[src/rtl/mem_pkg.sv]
`default_nettype none
// ============================================================================
// Module   : mem_pkg
// Brief    : Shared widths, store-size encodings and grant type for mem_arbiter
// Revision : 1.0
// ============================================================================
package mem_pkg;

    localparam int ADDR_W = 16;
    localparam int DATA_W = 64;

    localparam logic [1:0] SZ_B = 2'b01;
    localparam logic [1:0] SZ_W = 2'b10;
    localparam logic [1:0] SZ_D = 2'b11;

    typedef enum logic {
        GNT_IF = 1'b0,
        GNT_D  = 1'b1
    } gnt_e;

    // Encoding 00 has no size; callers treat a zero result as illegal.
    function automatic logic [3:0] size_bytes(input logic [1:0] sz);
        case (sz)
            SZ_B:    size_bytes = 4'd1;
            SZ_W:    size_bytes = 4'd4;
            SZ_D:    size_bytes = 4'd8;
            default: size_bytes = 4'd0;
        endcase
    endfunction

endpackage
`default_nettype wire

[src/rtl/mem_arbiter_if.sv]
`default_nettype none
// ============================================================================
// Module   : mem_arbiter_if
// Brief    : Fetch/data request ports and RAM control bundle of mem_arbiter
// Revision : 1.0
// ============================================================================
interface mem_arbiter_if #(
    parameter int ADDR_W = mem_pkg::ADDR_W,
    parameter int DATA_W = mem_pkg::DATA_W
);
    logic              if_req;
    logic [ADDR_W-1:0] if_addr;
    logic              if_ready;
    logic              if_valid;
    logic [DATA_W-1:0] if_rdata;

    logic              d_req;
    logic              d_we;
    logic [1:0]        d_size;
    logic [ADDR_W-1:0] d_addr;
    logic [DATA_W-1:0] d_wdata;
    logic              d_ready;
    logic              d_valid;
    logic [DATA_W-1:0] d_rdata;
    logic              d_err;

    logic              ram_load;
    logic [1:0]        ram_wr;
    logic [ADDR_W-1:0] ram_addr;
    logic [DATA_W-1:0] ram_d;
    logic [DATA_W-1:0] ram_q;

    // Arbiter side.
    modport slave (
        input  if_req, if_addr, d_req, d_we, d_size, d_addr, d_wdata, ram_q,
        output if_ready, if_valid, if_rdata, d_ready, d_valid, d_rdata, d_err,
        output ram_load, ram_wr, ram_addr, ram_d
    );

    // Requester and RAM side.
    modport master (
        output if_req, if_addr, d_req, d_we, d_size, d_addr, d_wdata, ram_q,
        input  if_ready, if_valid, if_rdata, d_ready, d_valid, d_rdata, d_err,
        input  ram_load, ram_wr, ram_addr, ram_d
    );

endinterface
`default_nettype wire

[src/rtl/mem_resp_reg.sv]
`default_nettype none
// ============================================================================
// Module   : mem_resp_reg
// Brief    : Per-port response register: one-cycle valid pulse with data/err
// Revision : 1.0
// ============================================================================
module mem_resp_reg #(
    parameter int DATA_W = 64
) (
    input  wire logic              clk,
    input  wire logic              reset,
    input  wire logic              i_gnt,
    input  wire logic [DATA_W-1:0] i_rdata,
    input  wire logic              i_err,
    output logic                   o_valid,
    output logic [DATA_W-1:0]      o_rdata,
    output logic                   o_err
);

    localparam logic [0:0] RESP_IDLE = 1'b0;
    localparam logic [0:0] RESP_PEND = 1'b1;

    logic [0:0]        r_state;
    logic [DATA_W-1:0] r_rdata;
    logic              r_err;

    always_ff @(posedge clk) begin
        if (reset) begin
            r_state <= RESP_IDLE;
            r_rdata <= '0;
            r_err   <= 1'b0;
        end else begin
            case (r_state)
                RESP_IDLE: r_state <= i_gnt ? RESP_PEND : RESP_IDLE;
                RESP_PEND: r_state <= i_gnt ? RESP_PEND : RESP_IDLE;
                default:   r_state <= RESP_IDLE;
            endcase
            if (i_gnt) begin
                r_rdata <= i_rdata;
                r_err   <= i_err;
            end else begin
                r_err   <= 1'b0;
            end
        end
    end

    // A response still pending when reset arrives must never be seen.
    assign o_valid = (r_state == RESP_PEND) && !reset;
    assign o_rdata = reset ? '0 : r_rdata;
    assign o_err   = r_err && !reset;

endmodule
`default_nettype wire

[src/rtl/mem_arbiter.sv]
`default_nettype none
// ============================================================================
// Module   : mem_arbiter
// Brief    : Round-robin fetch/load-store arbiter and sole driver of the RAM
// Revision : 1.0
// ============================================================================
module mem_arbiter
    import mem_pkg::*;
#(
    parameter int ADDR_W = mem_pkg::ADDR_W,
    parameter int DATA_W = mem_pkg::DATA_W
) (
    input  wire logic    clk,
    input  wire logic    reset,
    mem_arbiter_if.slave bus
);

    gnt_e              r_last_grant;
    logic [ADDR_W-1:0] r_ram_addr;
    logic [DATA_W-1:0] r_ram_d;

    logic              w_if_gnt;
    logic              w_d_gnt;
    logic [3:0]        w_bytes;
    logic [ADDR_W:0]   w_last_byte;
    logic              w_reject;
    logic              w_store_ok;
    logic [DATA_W-1:0] w_d_rdata;
    logic              w_if_err_unused;

    assign w_if_gnt = !reset && bus.if_req && (!bus.d_req || r_last_grant == GNT_D);
    assign w_d_gnt  = !reset && bus.d_req && (!bus.if_req || r_last_grant == GNT_IF);

    // One extra address bit catches accesses that would wrap past the top.
    assign w_bytes     = bus.d_we ? size_bytes(bus.d_size) : 4'd8;
    assign w_last_byte = {1'b0, bus.d_addr} + (ADDR_W+1)'(w_bytes) - (ADDR_W+1)'(1);
    assign w_reject    = (bus.d_we && bus.d_size == 2'b00) || w_last_byte[ADDR_W];
    assign w_store_ok  = w_d_gnt && bus.d_we && !w_reject;
    assign w_d_rdata   = (bus.d_we || w_reject) ? '0 : bus.ram_q;

    assign bus.if_ready = w_if_gnt;
    assign bus.d_ready  = w_d_gnt;

    always_comb begin
        bus.ram_load = w_store_ok;
        bus.ram_wr   = w_store_ok ? bus.d_size : 2'b00;
        bus.ram_addr = r_ram_addr;
        bus.ram_d    = r_ram_d;
        if (w_if_gnt) bus.ram_addr = bus.if_addr;
        if (w_d_gnt)  bus.ram_addr = bus.d_addr;
        if (w_store_ok) bus.ram_d = bus.d_wdata;
        if (reset) begin
            bus.ram_addr = '0;
            bus.ram_d    = '0;
        end
    end

    always_ff @(posedge clk) begin
        if (reset) begin
            r_last_grant <= GNT_D;
            r_ram_addr   <= '0;
            r_ram_d      <= '0;
        end else begin
            if (w_if_gnt) r_last_grant <= GNT_IF;
            if (w_d_gnt)  r_last_grant <= GNT_D;
            r_ram_addr <= bus.ram_addr;
            r_ram_d    <= bus.ram_d;
        end
    end

    mem_resp_reg #(.DATA_W(DATA_W)) u_if_resp (
        .clk     (clk),
        .reset   (reset),
        .i_gnt   (w_if_gnt),
        .i_rdata (bus.ram_q),
        .i_err   (1'b0),
        .o_valid (bus.if_valid),
        .o_rdata (bus.if_rdata),
        .o_err   (w_if_err_unused)
    );

    mem_resp_reg #(.DATA_W(DATA_W)) u_d_resp (
        .clk     (clk),
        .reset   (reset),
        .i_gnt   (w_d_gnt),
        .i_rdata (w_d_rdata),
        .i_err   (w_reject),
        .o_valid (bus.d_valid),
        .o_rdata (bus.d_rdata),
        .o_err   (bus.d_err)
    );

endmodule
`default_nettype wire

[src/flat_wrapper.sv]
// flat-port wrapper written by rule: the top's interface ports become plain ports
module mem_arbiter_flat import mem_pkg::*;
#(
    parameter int ADDR_W = mem_pkg::ADDR_W,
    parameter int DATA_W = mem_pkg::DATA_W
)
  (clk, reset, bus_if_req, bus_if_addr, bus_d_req, bus_d_we, bus_d_size, bus_d_addr, bus_d_wdata, bus_ram_q, bus_if_ready, bus_if_valid, bus_if_rdata, bus_d_ready, bus_d_valid, bus_d_rdata, bus_d_err, bus_ram_load, bus_ram_wr, bus_ram_addr, bus_ram_d);
  mem_arbiter_if #(.ADDR_W(ADDR_W), .DATA_W(DATA_W)) bus_i ();
  input  wire logic clk;
  input  wire logic reset;
  input wire logic [$bits(bus_i.if_req)-1:0] bus_if_req;
  input wire logic [$bits(bus_i.if_addr)-1:0] bus_if_addr;
  input wire logic [$bits(bus_i.d_req)-1:0] bus_d_req;
  input wire logic [$bits(bus_i.d_we)-1:0] bus_d_we;
  input wire logic [$bits(bus_i.d_size)-1:0] bus_d_size;
  input wire logic [$bits(bus_i.d_addr)-1:0] bus_d_addr;
  input wire logic [$bits(bus_i.d_wdata)-1:0] bus_d_wdata;
  input wire logic [$bits(bus_i.ram_q)-1:0] bus_ram_q;
  output wire logic [$bits(bus_i.if_ready)-1:0] bus_if_ready;
  output wire logic [$bits(bus_i.if_valid)-1:0] bus_if_valid;
  output wire logic [$bits(bus_i.if_rdata)-1:0] bus_if_rdata;
  output wire logic [$bits(bus_i.d_ready)-1:0] bus_d_ready;
  output wire logic [$bits(bus_i.d_valid)-1:0] bus_d_valid;
  output wire logic [$bits(bus_i.d_rdata)-1:0] bus_d_rdata;
  output wire logic [$bits(bus_i.d_err)-1:0] bus_d_err;
  output wire logic [$bits(bus_i.ram_load)-1:0] bus_ram_load;
  output wire logic [$bits(bus_i.ram_wr)-1:0] bus_ram_wr;
  output wire logic [$bits(bus_i.ram_addr)-1:0] bus_ram_addr;
  output wire logic [$bits(bus_i.ram_d)-1:0] bus_ram_d;
  assign bus_i.if_req = bus_if_req;
  assign bus_i.if_addr = bus_if_addr;
  assign bus_i.d_req = bus_d_req;
  assign bus_i.d_we = bus_d_we;
  assign bus_i.d_size = bus_d_size;
  assign bus_i.d_addr = bus_d_addr;
  assign bus_i.d_wdata = bus_d_wdata;
  assign bus_i.ram_q = bus_ram_q;
  assign bus_if_ready = bus_i.if_ready;
  assign bus_if_valid = bus_i.if_valid;
  assign bus_if_rdata = bus_i.if_rdata;
  assign bus_d_ready = bus_i.d_ready;
  assign bus_d_valid = bus_i.d_valid;
  assign bus_d_rdata = bus_i.d_rdata;
  assign bus_d_err = bus_i.d_err;
  assign bus_ram_load = bus_i.ram_load;
  assign bus_ram_wr = bus_i.ram_wr;
  assign bus_ram_addr = bus_i.ram_addr;
  assign bus_ram_d = bus_i.ram_d;
  mem_arbiter #(.ADDR_W(ADDR_W), .DATA_W(DATA_W)) u_core (.clk(clk), .reset(reset), .bus(bus_i));
endmodule
[config.mk]
export PLATFORM = sky130hd
export DESIGN_NAME = mem_arbiter_flat
export DESIGN_NICKNAME = d
export VERILOG_FILES = /design/src/rtl/mem_pkg.sv /design/src/rtl/mem_arbiter_if.sv /design/src/rtl/mem_resp_reg.sv /design/src/rtl/mem_arbiter.sv /design/src/flat_wrapper.sv
export SDC_FILE = /design/constraint.sdc
export NUM_CORES = 1
export LEC_CHECK = 0
export ABC_AREA = 0
export BUFFER_PORTS_ARGS = -buffer_cell sky130_fd_sc_hd__buf_2
export CORE_AREA = 2 2 149 151
export CTS_CLUSTER_SIZE = 16
export DETAILED_ROUTE_END_ITERATION = 12
export DIE_AREA = 0 0 151 153
export PLACE_DENSITY = 0.87
export SYNTH_ARGS = -nofsm -noshare
export SYNTH_HDL_FRONTEND = slang
export SYNTH_SLANG_ARGS = --single-unit
[constraint.sdc]
create_clock -name clk -period 10.6 [get_ports clk]
set_input_delay 2.12 -clock clk [delete_from_list [all_inputs] [get_ports clk]]
set_output_delay 2.12 -clock clk [all_outputs]
set_load 0.01 [all_outputs]
======== After elaboration in Yosys (flattened, before gate mapping) ========
Index checks and enable logic that the tools add are counted.
Widths: inputs -> output; s select.
word-level totals
  memories kept ........................... 0
  ROM bits ................................ 0
  RAM bits ................................ 0
  latch bits .............................. 0
  bits of input ports ..................... 167
  output and inout port bits .............. 216
  bits in registers ....................... 212
operators by class
  add/sub/neg operators ................... 2
  mux-type cells .......................... 13
  bitwise operators ....................... 2
  shift-type cells ........................ 0
  divide/modulo/power cells ............... 0
  equal/unequal tests ..................... 3
  multipliers ............................. 0
  reductions and logical operators ........ 21
  $lt $le $gt $ge ......................... 0
operator list
  kind                   number
  $mux 64                5
  $mux 16                3
  $add 16x4->17          1
  $sub 17x1->17 const B  1
  $pmux 4 s3             1
  $logic_and 1x1->1      10
  $eq 2x2->1 const B     2
  $logic_not 1->1        4
  $logic_or 1x1->1       4
  $mux 4                 1
  $reduce_or 2->1        2
  $eq 2x1->1 const B     1
  $logic_not 2->1        1
  $mux 1                 2
  $mux 2                 1
  $not 1->1              2

======== Logic depth before layout (Yosys ltp) ========
Gate-level depths: netlist of the first run.
  depth after elaboration ................. 10
  mapped depth ............................ 13
  gate-level depth less buffers ........... 11

======== Cells and area by module ========
From an unflattened synthesis of the first run, not the netlist that was laid out.
second synthesis, totals
  cells, all modules ...................... 1,084
  area, all modules ....................... 11,297.1 um2
modules (own cells, without submodules)
  module        times used  cells an instance  sequential area each (um2)  area each (um2)
  mem_resp_reg  2           283                1,321.3                     2,939.1
  mem_arbiter   1           518                1,621.6                     5,418.9

======== Least setup slack after synthesis of the first run ========
OpenSTA, ideal clock, no wires.
  kind .................................... input -> output
  start ................................... input port bus_d_we
  end ..................................... output port bus_ram_d[56]
  path buffers ............................ 2
  arrival time ............................ 4.739 ns
  cell stages on the path ................. 12
  slack ................................... 3.741 ns
  cell sequence ........................... a21boi_0 ha_1 inv_1 ha_1 a211o_1 a31oi_1 nor4b_1 a211oi_2 mux2i_1 buf_2 buf_2 mux2_1
between the ends
  longest elaborated chain between the ends .. 8
ends and longest elaborated chain
  element              RTL line            source
  start, declared      flat_wrapper.sv:14  input wire logic [$bits(bus_i.d_we)-1:0] bus_d_we;
  $mux 4               mem_arbiter.sv:35   assign w_bytes = bus.d_we ? size_bytes(bus.d_size) : 4'd8;
  $add 16x4->17        mem_arbiter.sv:36   assign w_last_byte = {1'b0, bus.d_addr} + (ADDR_W+1)'(w_bytes) - (ADDR_W+1)'(1);
  $sub 17x1->17        mem_arbiter.sv:36
  $logic_or 1x1->1     mem_arbiter.sv:37   assign w_reject = (bus.d_we && bus.d_size == 2'b00) || w_last_byte[ADDR_W];
  $logic_not 1->1      mem_arbiter.sv:38   assign w_store_ok = w_d_gnt && bus.d_we && !w_reject;
  $logic_and 1x1->1 *  mem_arbiter.sv:38
  $mux 64 *            mem_arbiter.sv:51   if (w_store_ok) bus.ram_d = bus.d_wdata;
  $mux 64 *            mem_arbiter.sv:52   if (reset) begin
  end, declared        flat_wrapper.sv:29  output wire logic [$bits(bus_i.ram_d)-1:0] bus_ram_d;
Every way passes the cells marked *; elsewhere a longest branch is shown, timed or not.

======== Worst setup path after layout of the first run ========
  start ................................... input port bus_d_we
  end ..................................... output port bus_ram_d[63]
The elaborated chain is that of the path after synthesis.

==> results of run 1 <==
[power breakdown]
part | switching, mW | internal, mW | leakage [nW]
Clock | 0.312 | 0.524 | 0.402
Combinational | 0.138 | 0.110 | 4.12
Sequential | 0.00796 | 0.837 | 1.73
[cells in the mapped netlist]
| cell type | instances | area (um2) |
|---|---|---|
| a211o_1 | 1 | 8.76 |
| a211oi_1 | 32 | 240 |
| a211oi_2 | 1 | 12.5 |
| a21boi_0 | 2 | 15.0 |
| a21o_1 | 2 | 15.0 |
| a21oi_1 | 7 | 35.0 |
| a31oi_1 | 1 | 6.26 |
| a32o_1 | 64 | 641 |
| buf_1 | 9 | 33.8 |
| buf_2 | 8 | 40.0 |
| buf_4 | 8 | 60.1 |
| clkbuf_1 | 49 | 184 |
| dfxtp_1 | 212 | 4240 |
| ha_1 | 16 | 200 |
| inv_1 | 22 | 82.6 |
| mux2_1 | 87 | 980 |
| mux2_2 | 105 | 1180 |
| mux2i_1 | 17 | 170 |
| nand2_1 | 6 | 22.5 |
| nand2b_1 | 1 | 6.26 |
| nand3_1 | 3 | 15.0 |
| nand4_1 | 2 | 12.5 |
| nor2_1 | 23 | 86.3 |
| nor2b_1 | 195 | 1220 |
| nor3_1 | 1 | 5.00 |
| nor4_1 | 2 | 12.5 |
| nor4b_1 | 1 | 8.76 |
| o21ai_0 | 6 | 30.0 |
| xnor2_1 | 1 | 8.76 |
[cells by family (layout without fill, tap and decap cells)]
kind of cell,after synthesis,in the layout,synth area share
mux,209,209,0.244
flops,212,212,0.443
compound gates,116,116,0.105
buf+inv,96,455,0.0418
simple gates,234,234,0.145
xor+xnor,1,1,0.000915
fa+ha+maj,16,16,0.0209
other cells,0,1,0
[cell type report]
class                      instances  area (um2)
multi-input combinational        576        4980
timing repair buffer             393        2010
fill                            1798        9010
sequential                       212        4240
antenna                            1        2.50
inverter                          22        82.6
tap                              280         350
clock buffer                      33         693
clock inverter                     7         114
[registers in the layout (all words and copies together), names as in the netlist]
| register | flops |
|---|---|
| u_core.u_if_resp.r_rdata | 64 |
| u_core.u_d_resp.r_state | 1 |
| u_core.u_d_resp.r_err | 1 |
| u_core.u_if_resp.r_state | 1 |
| u_core.r_last_grant | 1 |
| u_core.u_d_resp.r_rdata | 64 |
| u_core.r_ram_addr | 16 |
| u_core.r_ram_d | 64 |
[worst min-delay path, delay by kind of cell (launching register included)]
kind	cells	cell delay [ps]
flip-flops	1	360
AND/OR/NAND/NOR	1	60
AO/OA/AOI/OAI	1	100
[per-layer routing]
layer | share of wire | track usage | up-vias | wire (um)
met5 | 0 | 0 | - | 0
met4 | 0.033 | 0.0792 | 0 | 834
met3 | 0.068 | 0.0448 | 60 | 1730
met2 | 0.50 | 0.374 | 288 | 12600
met1 | 0.40 | 0.230 | 3681 | 10300
li1 | - | - | 3817 | -
[how the worst max path moves through the flow]
stage,to,cells past startpoint,start
3_3_place_gp,bus_ram_d[62],13,bus_d_we
4_1_cts,bus_ram_d[63],13,bus_d_we
5_1_grt,bus_ram_d[51],13,bus_d_we
6_report,bus_ram_d[63],13,bus_d_we
3_5_place_dp,bus_ram_d[29],13,bus_d_we
2_1_floorplan,bus_ram_d[56],12,bus_d_we
[cell usage in the layout, fill, tap and decap left out, types with 7 or more instances in the layout]
master	instances
a211oi_1	32
a21oi_1	7
a32o_1	64
buf_2	381
buf_4	10
clkbuf_16	23
clkbuf_8	8
dfxtp_1	212
ha_1	16
inv_1	22
mux2_1	87
mux2_2	105
mux2i_1	16
nor2_1	22
nor2b_1	195
[metrics by stage]
stage / utilization / instances / instance area (um2) / hold slack [ps] / setup slack [ps]
after detailed placement: 0.543 / 1483 / 11700 / 535 / 3010
after global placement: 0.543 / 1483 / 11700 / 528 / 3110
after global routing: 0.581 / 1524 / 12500 / 604 / 2780
after CTS: 0.581 / 1523 / 12500 / 552 / 3000
after floorplan: - / 884 / 9580 / 476 / 3740
final: 0.581 / 1524 / 12500 / 554 / 3000
==> results.md, run 1 <==
- Worst path bufs/invs: 4
- Antenna Nets Post-Route: 0
- Max_cap viols: 0
- Detail Placement HPWL: 18,100 um
- Sequential area share after synthesis: 0.443
- Hold buffers post-CTS: 0
- Status: finished, final reports clean
- Startpoint types: primary input
- Slew Limit Fails: 0
- Setup violators final: 0
- Largest net degree at the start of global routing: 130
- CTS buffer count: 22
- Critical path capture point type: output pin
- Mapped Cells: around 900
- Port-buffer cells: ~380
- Total power: around 1.9 mW
- Clock sinks: around 210
- Synth Area per Inst: 10.8 um2
- Post-CTS Repair Setup Buffers: 0
- Largest delay share family, worst path: compound AO/OA/AOI/OAI gates
- Sum Neg Setup Slack: 0 ps
- Row cnt: 54
- GRT Util Overall: 0.205
- Hold_sp: u_core.r_last_grant
- Die footprint: 23,100 um2
- Initial antenna violation count: 1
- Via count: 7,846
- Fmax: 132 MHz
- Worst Setup Path Type: primary input to output pin
- Yosys reg bits: ~210
- WP data arrival: 5480 ps
- Hold path cells: 2
- Reg2Reg Depth: 6
- Min Tclk post-route: around 7600 ps
- Wire length per cell: 16.8 um
- Fin. Hold Viols: 0
- Clock slew at reported path FFs: 60 ps
- CTS resizes: 0
- Peak VDD IR: 0.111 mV
- Die Span X: 151 um
- Unrepaired setup endpoints after global routing: false
- CTS tree: yes
- P per Cell Area: 155 nW/um2
- Syn nets: 1,067
- Share of cells above drive strength 1: 0.437
- Final nets: between 1k and 1.5k
- Leak pwr: 6.26 nW
- Largest stage delay on the critical path: roughly 410 ps
- Worst reg2reg endpoint: u_core.r_ram_d[51]
- Slowest CP cell: a211oi_2
- H-tree depth: 1
- Syn. warnings: 0
- Vias in the first global route: 7,793
- Synthesized area: 9580 um2
- Required @ worst endpoint: 8480 ps
- Number of vias per cell: 5.15
- Synth unique cells: 29
- Worst reg2reg setup slack: 8080 ps
- CORE AREA: 21,500 um2
- First-pass GRT wire length: about 38,000 um
- Hold Crit Endpoint: u_core.r_last_grant
- Root Driver: clkbuf_16
- Ports: 383
- Worst Path Max Fanout: 129
- Die height: 153 um
- DRC viols: 0
- Initial core utilization: 0.446
- Initial DRC Count: 291
- Total iterations of the first detailed-routing run: 4
- Synth-to-Final Area Change: 30.3%
- CTS Buffer Depth: 3
- Placer congestion estimate: roughly 0.85
- Total gr overflow: 0
- Ordered cell list for the critical path: buf_2 -> a21boi_0 -> ha_1 -> inv_1 -> ha_1 -> a211o_1 -> a31oi_1 -> nor4b_1 -> a211oi_2 -> mux2i_4 -> buf_12 -> mux2_1 -> buf_2
- Worst-Margin Slew: just under 1000 ps
- Routed Wire Length: approximately 26,000 um
- HP Class: flop to flop
- Slew headroom: 0.353
- Fin crit share: 0.717
- Worst skew pair latency: 500 ps
- Clock Skew: around 7.5 ps
- Worst reg2reg path startpoint: u_core.r_last_grant
(Power assumes the default switching activity.)
==> inputs of run 2 (changes only) <==
--- a/config.mk
+++ b/config.mk
@@ -7,10 +7,10 @@
 export LEC_CHECK = 0
 export ABC_AREA = 0
 export BUFFER_PORTS_ARGS = -buffer_cell sky130_fd_sc_hd__buf_2
-export CORE_AREA = 2 2 149 151
+export CORE_AREA = 2 2 148 150
 export CTS_CLUSTER_SIZE = 16
 export DETAILED_ROUTE_END_ITERATION = 12
-export DIE_AREA = 0 0 151 153
+export DIE_AREA = 0 0 150 152
 export PLACE_DENSITY = 0.87
 export SYNTH_ARGS = -nofsm -noshare
 export SYNTH_HDL_FRONTEND = slang
==> constraint.sdc (replaced) <==
create_clock -name clk -period 7 [get_ports clk]
set_input_delay 1.4 -clock clk [delete_from_list [all_inputs] [get_ports clk]]
set_output_delay 1.4 -clock clk [all_outputs]
set_load 0.01 [all_outputs]
==> results.md, run 2 (same netlist as run 1, synthesis figures left out) <==
- Via count: 7,936 (was 7,846)
- Register Area: 4240 um2 (unchanged)
- Worst skew pair latency: 500 ps (about the same)
- CTS buffer count: 23 (was 22)
- Post-CTS Repair Setup Buffers: 0 (unchanged)
- Worst reg2reg endpoint: u_core.r_ram_d[13] (was u_core.r_ram_d[51])
- Fin crit share: 0.877
- Diodes inserted: 0 (was 1)
- Commonest non-fill, non-tap cell in the layout: buf_2 (unchanged)
- Core Util, Final: 0.585 (was 0.581)
- CTS resizes: 0 (unchanged)
- DRC viols: 0 (unchanged)
- Share of cells above drive strength 1: 0.437 (about the same)
- CORE AREA: 21,400 um2 (was 21,500 um2)
- Hold buffers post-CTS: 0 (unchanged)
- WP data arrival: 4740 ps (was 5480 ps)
- Reg2Reg Depth: 7 (was 6)
- Worst reg2reg setup slack: 4190 ps (was 8080 ps)
- Die height: 152 um (was 153 um)
- Slew Limit Fails: 0 (unchanged)
- Startpoint types: primary input (unchanged)
- H-tree depth: 1 (unchanged)
- First-pass GRT wire length: 40,000 um (was 38,500 um)
- Crit. Startpoint: bus_d_we (unchanged)
- HP Class: flop to flop (unchanged)
- Detail Placement HPWL: 18,300 um (was 18,100 um)
- Synth-to-Final Area Change: 30.3% (about the same)
- Fin. Hold Viols: 0 (unchanged)
- Commonest non-fill, non-tap cells in the layout: 381 x buf_2, 212 x dfxtp_1, 195 x nor2b_1, 105 x mux2_2, 87 x mux2_1 (unchanged)
- Required @ worst endpoint: 5600 ps (was 8480 ps)
- Initial antenna violation count: 0 (was 1)
- Die footprint: 22,800 um2 (was 23,100 um2)
- Worst Setup Path Type: primary input to output pin (unchanged)
- P per Cell Area: 230 nW/um2 (was 155 nW/um2)
- Min Tclk post-route: 6140 ps
- Total gr overflow: 0 (unchanged)
- Port-buffer cells: 382 (unchanged)
- Routed Wire Length: 26,100 um (was 25,500 um)
- GRT Util Overall: 0.215 (was 0.205)
- Area occupied by multi-input gates: 4980 um2 (unchanged)
- Clock sinks: 212 (unchanged)
- Die Span X: 150 um (was 151 um)
- Biggest regs: u_core.r_ram_d: 64 flops, u_core.u_d_resp.r_rdata: 64 flops, u_core.u_if_resp.r_rdata: 64 flops (unchanged)
- Initial core utilization: 0.449 (was 0.446)
- Largest stage delay on the critical path: 650 ps (was 410 ps)
- Total iterations of the first detailed-routing run: 7 (was 4)
- Hold path cells: 2 (unchanged)
- Clock Skew: 6.44 ps (was 7.47 ps)
- Final setup margin: 861 ps (was 3000 ps)
- Worst hold slack: 572 ps (was 554 ps)
- Number of vias per cell: 5.20 (was 5.15)
- Hold_sp: u_core.r_last_grant (unchanged)
- Unrepaired setup endpoints after global routing: false (unchanged)
- Root Driver: clkbuf_16 (unchanged)
- Placer congestion estimate: 0.882 (was 0.845)
- Fmax: 163 MHz
- Ordered cell list for the critical path: buf_2 -> a21boi_0 -> ha_1 -> inv_1 -> ha_1 -> a211o_1 -> a31oi_1 -> nor4b_1 -> a211oi_2 -> mux2i_4 -> buf_12 -> mux2_1 -> buf_2 (unchanged)
- CTS tree: yes (unchanged)
- Leak pwr: 6.26 nW (about the same)
- Setup violators final: 0 (unchanged)
- Largest net degree at the start of global routing: 159 (was 130)
- Status: finished, final reports clean (unchanged)
- Wire length per cell: 17.1 um (was 16.8 um)
- Hold Crit Endpoint: u_core.r_last_grant (unchanged)
- Slowest CP cell: mux2i_4 (was a211oi_2)
- Pre-CTS WS: 839 ps (was 3010 ps)
- Placed insts: 1,485 (was 1,483)
- Worst Path Max Fanout: 34 (was 129)
- Slew headroom: 0.487 (was 0.353)
- Vias in the first global route: 7,779 (was 7,793)
- Ports: 383 (unchanged)
- Max_cap viols: 0 (unchanged)
- Peak VDD IR: 0.164 mV (was 0.111 mV)
- Antenna Nets Post-Route: 0 (unchanged)
- Final-layout fill cell count: 1,740 (was 1,798)
- Final Non-Filler Cells: 1,526 (was 1,524)
- Worst-Margin Slew: 769 ps (was 971 ps)
- Worst reg2reg path startpoint: u_core.r_last_grant (unchanged)
- Initial DRC Count: 354 (was 291)
- Sum Neg Setup Slack: 0 ps (unchanged)
- Row cnt: 54 (unchanged)
- Clock slew at reported path FFs: 60 ps (about the same)
- Final nets: 1,413 (was 1,410)
- Critical path capture point type: output pin (unchanged)
- CTS Buffer Depth: 3 (unchanged)
==> run 2: cell types whose count changed in the layout (fill, tap and decap cells not counted), sizes merged <==
cell and change:
clkinv +4, diode -1, bufinv -1, clkbuf -2
buf +2
==> run 2: how the worst max path moves through the flow <==
stage,endpoint,slack [ps]
floorplan,bus_ram_d[56],1580
global placement,bus_ram_d[43],930
detailed placement,bus_ram_d[48],840
CTS,bus_ram_d[58],830
global route,bus_ram_d[9],640
finish,bus_ram_d[58],860
==> run 2: area by class of cell <==
cell class	count	area share
Multi-Input combinational cell	576	0.399
Sequential cell	212	0.340
Timing Repair Buffer	395	0.166
Clock buffer	31	0.0525
Tap cell	280	0.0281
Clock inverter	10	0.00832
Inverter	22	0.00662
==> run 2: critical path: cells and delay by family <==
family / cells / cell delay [ps]
buffers and inverters: 4 / 610
adder cells (fa/ha/maj): 2 / 590
AO/OA/AOI/OAI: 4 / 1040
multiplexers: 2 / 1000
AND/OR/NAND/NOR: 1 / 90
==> run 2: stage by stage <==
| step | power, mW | instance area (um2) |
|---|---|---|
| after floorplan | 1.53 | 9580 |
| after global placement | 1.67 | 11700 |
| after detailed placement | 1.68 | 11700 |
| after CTS | 2.89 | 12500 |
| after global routing | 2.98 | 12500 |
| final | 2.87 | 12500 |
==> run 2: power by group <==
group | internal (mW) | switching [mW] | total [mW]
registers | 1.27 | 0.0124 | 1.28
clock network | 0.729 | 0.477 | 1.21
logic | 0.168 | 0.212 | 0.380
total | 2.16 | 0.701 | 2.87
==> run 2: routing by layer <==
metal	share of wire	up-vias	wire (um)	GRT usage
met5	0	-	0	0
met4	0.037	0	966	0.0845
met3	0.073	68	1910	0.0495
met2	0.50	275	13000	0.387
met1	0.39	3763	10200	0.244
li1	-	3830	-	-
==> inputs of run 3 (changes only) <==
--- a/config.mk
+++ b/config.mk
@@ -8,6 +8,7 @@
 export ABC_AREA = 0
 export BUFFER_PORTS_ARGS = -buffer_cell sky130_fd_sc_hd__buf_2
 export CORE_AREA = 2 2 148 150
+export CTS_BUF_LIST = sky130_fd_sc_hd__clkbuf_4 sky130_fd_sc_hd__clkbuf_8 sky130_fd_sc_hd__clkbuf_16
 export CTS_CLUSTER_SIZE = 16
 export DETAILED_ROUTE_END_ITERATION = 12
 export DIE_AREA = 0 0 150 152
==> results.md, run 3 (same netlist as run 1, synthesis figures left out) <==
- CORE AREA: 21,400 um2 (unchanged)
- Final nets: 1,413 (unchanged)
- Clock Skew: 6.31 ps (was 6.44 ps)
- Vias in the first global route: 7,777 (was 7,779)
- Initial core utilization: 0.449 (unchanged)
- Die Span X: 150 um (unchanged)
- Largest stage delay on the critical path: 650 ps (about the same)
- Diodes inserted: 0 (unchanged)
- Fmax: 163 MHz (about the same)
- Total gr overflow: 0 (unchanged)
- Unrepaired setup endpoints after global routing: false (unchanged)
- H-tree depth: 1 (unchanged)
- DRC viols: 0 (unchanged)
- Post-route cell area: 12,500 um2 (about the same)
- Status: finished, final reports clean (unchanged)
- Worst skew pair latency: 490 ps (was 500 ps)
- Worst-Margin Slew: 765 ps (was 769 ps)
- Root Driver: clkbuf_16 (unchanged)
- Slew headroom: 0.490 (was 0.487)
- GRT Util Overall: 0.215 (about the same)
- CTS resizes: 0 (unchanged)
- Placer congestion estimate: 0.882 (unchanged)
- Final-layout fill cell count: 1,739 (was 1,740)
- Worst reg2reg setup slack: 4190 ps (about the same)
- Worst Setup Path Type: primary input to output pin (unchanged)
- Startpoint types: primary input (unchanged)
- Ordered cell list for the critical path: buf_2 -> a21boi_0 -> ha_1 -> inv_1 -> ha_1 -> a211o_1 -> a31oi_1 -> nor4b_1 -> a211oi_2 -> mux2i_4 -> buf_12 -> mux2_1 -> buf_2 (unchanged)
- P per Cell Area: 230 nW/um2 (about the same)
- CTS buffer count: 23 (unchanged)
- Sum Neg Setup Slack: 0 ps (unchanged)
- Ports: 383 (unchanged)
- HP Class: flop to flop (unchanged)
- Antenna Nets Post-Route: 0 (unchanged)
- Commonest non-fill, non-tap cells in the layout: 381 x buf_2, 212 x dfxtp_1, 195 x nor2b_1, 105 x mux2_2, 87 x mux2_1 (unchanged)
- Hold buffers post-CTS: 0 (unchanged)
- Number of vias per cell: 5.22 (was 5.20)
- Biggest regs: u_core.r_ram_d: 64 flops, u_core.u_d_resp.r_rdata: 64 flops, u_core.u_if_resp.r_rdata: 64 flops (unchanged)
- Die height: 152 um (unchanged)
- Fin. Hold Viols: 0 (unchanged)
- Synth-to-Final Area Change: 30.4% (was 30.3%)
- Clock sinks: 212 (unchanged)
- Setup violators final: 0 (unchanged)
- Routed Wire Length: 26,000 um (was 26,100 um)
- Leak pwr: 6.27 nW (was 6.26 nW)
- Largest net degree at the start of global routing: 159 (unchanged)
- Share of cells above drive strength 1: 0.440 (was 0.437)
- Core Util, Final: 0.585 (about the same)
- Slowest CP cell: mux2i_4 (unchanged)
- Port-buffer cells: 382 (unchanged)
- Required @ worst endpoint: 5600 ps (about the same)
- Wire length per cell: 17.0 um (was 17.1 um)
- Initial DRC Count: 390 (was 354)
- Total iterations of the first detailed-routing run: 8 (was 7)
- Clock slew at reported path FFs: 60 ps (about the same)
- Placed instance area: 11,700 um2 (unchanged)
- Via count: 7,965 (was 7,936)
- CTS Buffer Depth: 3 (unchanged)
- Fin crit share: 0.877 (about the same)
- Min Tclk post-route: 6140 ps (about the same)
- First-pass GRT wire length: 39,900 um (was 40,000 um)
- CTS tree: yes (unchanged)
- Commonest non-fill, non-tap cell in the layout: buf_2 (unchanged)
- Die footprint: 22,800 um2 (unchanged)
- Critical path capture point type: output pin (unchanged)
- Max_cap viols: 0 (unchanged)
- Peak VDD IR: 0.164 mV (about the same)
- WP data arrival: 4740 ps (about the same)
- Post-CTS Repair Setup Buffers: 0 (unchanged)
- Worst Path Max Fanout: 34 (unchanged)
- Detail Placement HPWL: 18,300 um (unchanged)
- Initial antenna violation count: 0 (unchanged)
- Slew Limit Fails: 0 (unchanged)
- Worst hold slack: 571 ps (was 572 ps)
- Row cnt: 54 (unchanged)
[run 3: final timing paths]
kind	startpoint	end	cells after the start
max	bus_d_we	bus_ram_d[58]	13
min	u_core.r_last_grant	u_core.r_last_grant	2
max reg2reg	u_core.r_last_grant	u_core.r_ram_d[37]	7
min reg2reg	u_core.r_last_grant	u_core.r_last_grant	2
[run 3: final cells by class]
type,instances,area (um2),share of cell area
clock buffer,31,667,0.0534
inverter,22,82.6,0.00661
sequential,212,4240,0.340
clock inverter,10,104,0.00831
timing repair buffer,395,2070,0.165
multi-input combinational,576,4980,0.398
tap,280,350,0.0280
[run 3: routing by layer]
layer / vias to the layer above / global-route usage / wire length [um]
met5: - / 0 / 0
met4: 0 / 0.0849 / 1000
met3: 75 / 0.0486 / 1850
met2: 290 / 0.385 / 12900
met1: 3773 / 0.244 / 10200
li1: 3827 / - / -
[run 3: worst max-delay path, delay by kind of cell]
kind / cells / cell delay (ps)
and+or+nand+nor: 1 / 90
adders and majority gates: 2 / 590
AOI/OAI and AO/OA: 4 / 1040
buffers and inverters: 4 / 610
muxes: 2 / 1000
[run 3: stage by stage]
stage	instances	total power, mW	setup WS [ps]
floorplan	884	1.53	1580
global placement	1485	1.67	926
global route	1526	2.99	641
detailed placement	1485	1.68	839
finish	1526	2.88	859
CTS	1526	2.90	831
[run 3: report_power, final]
| part | internal [mW] | switching (mW) |
|---|---|---|
| Clock | 0.741 | 0.475 |
| Combinational | 0.168 | 0.212 |
| Sequential | 1.27 | 0.0123 |
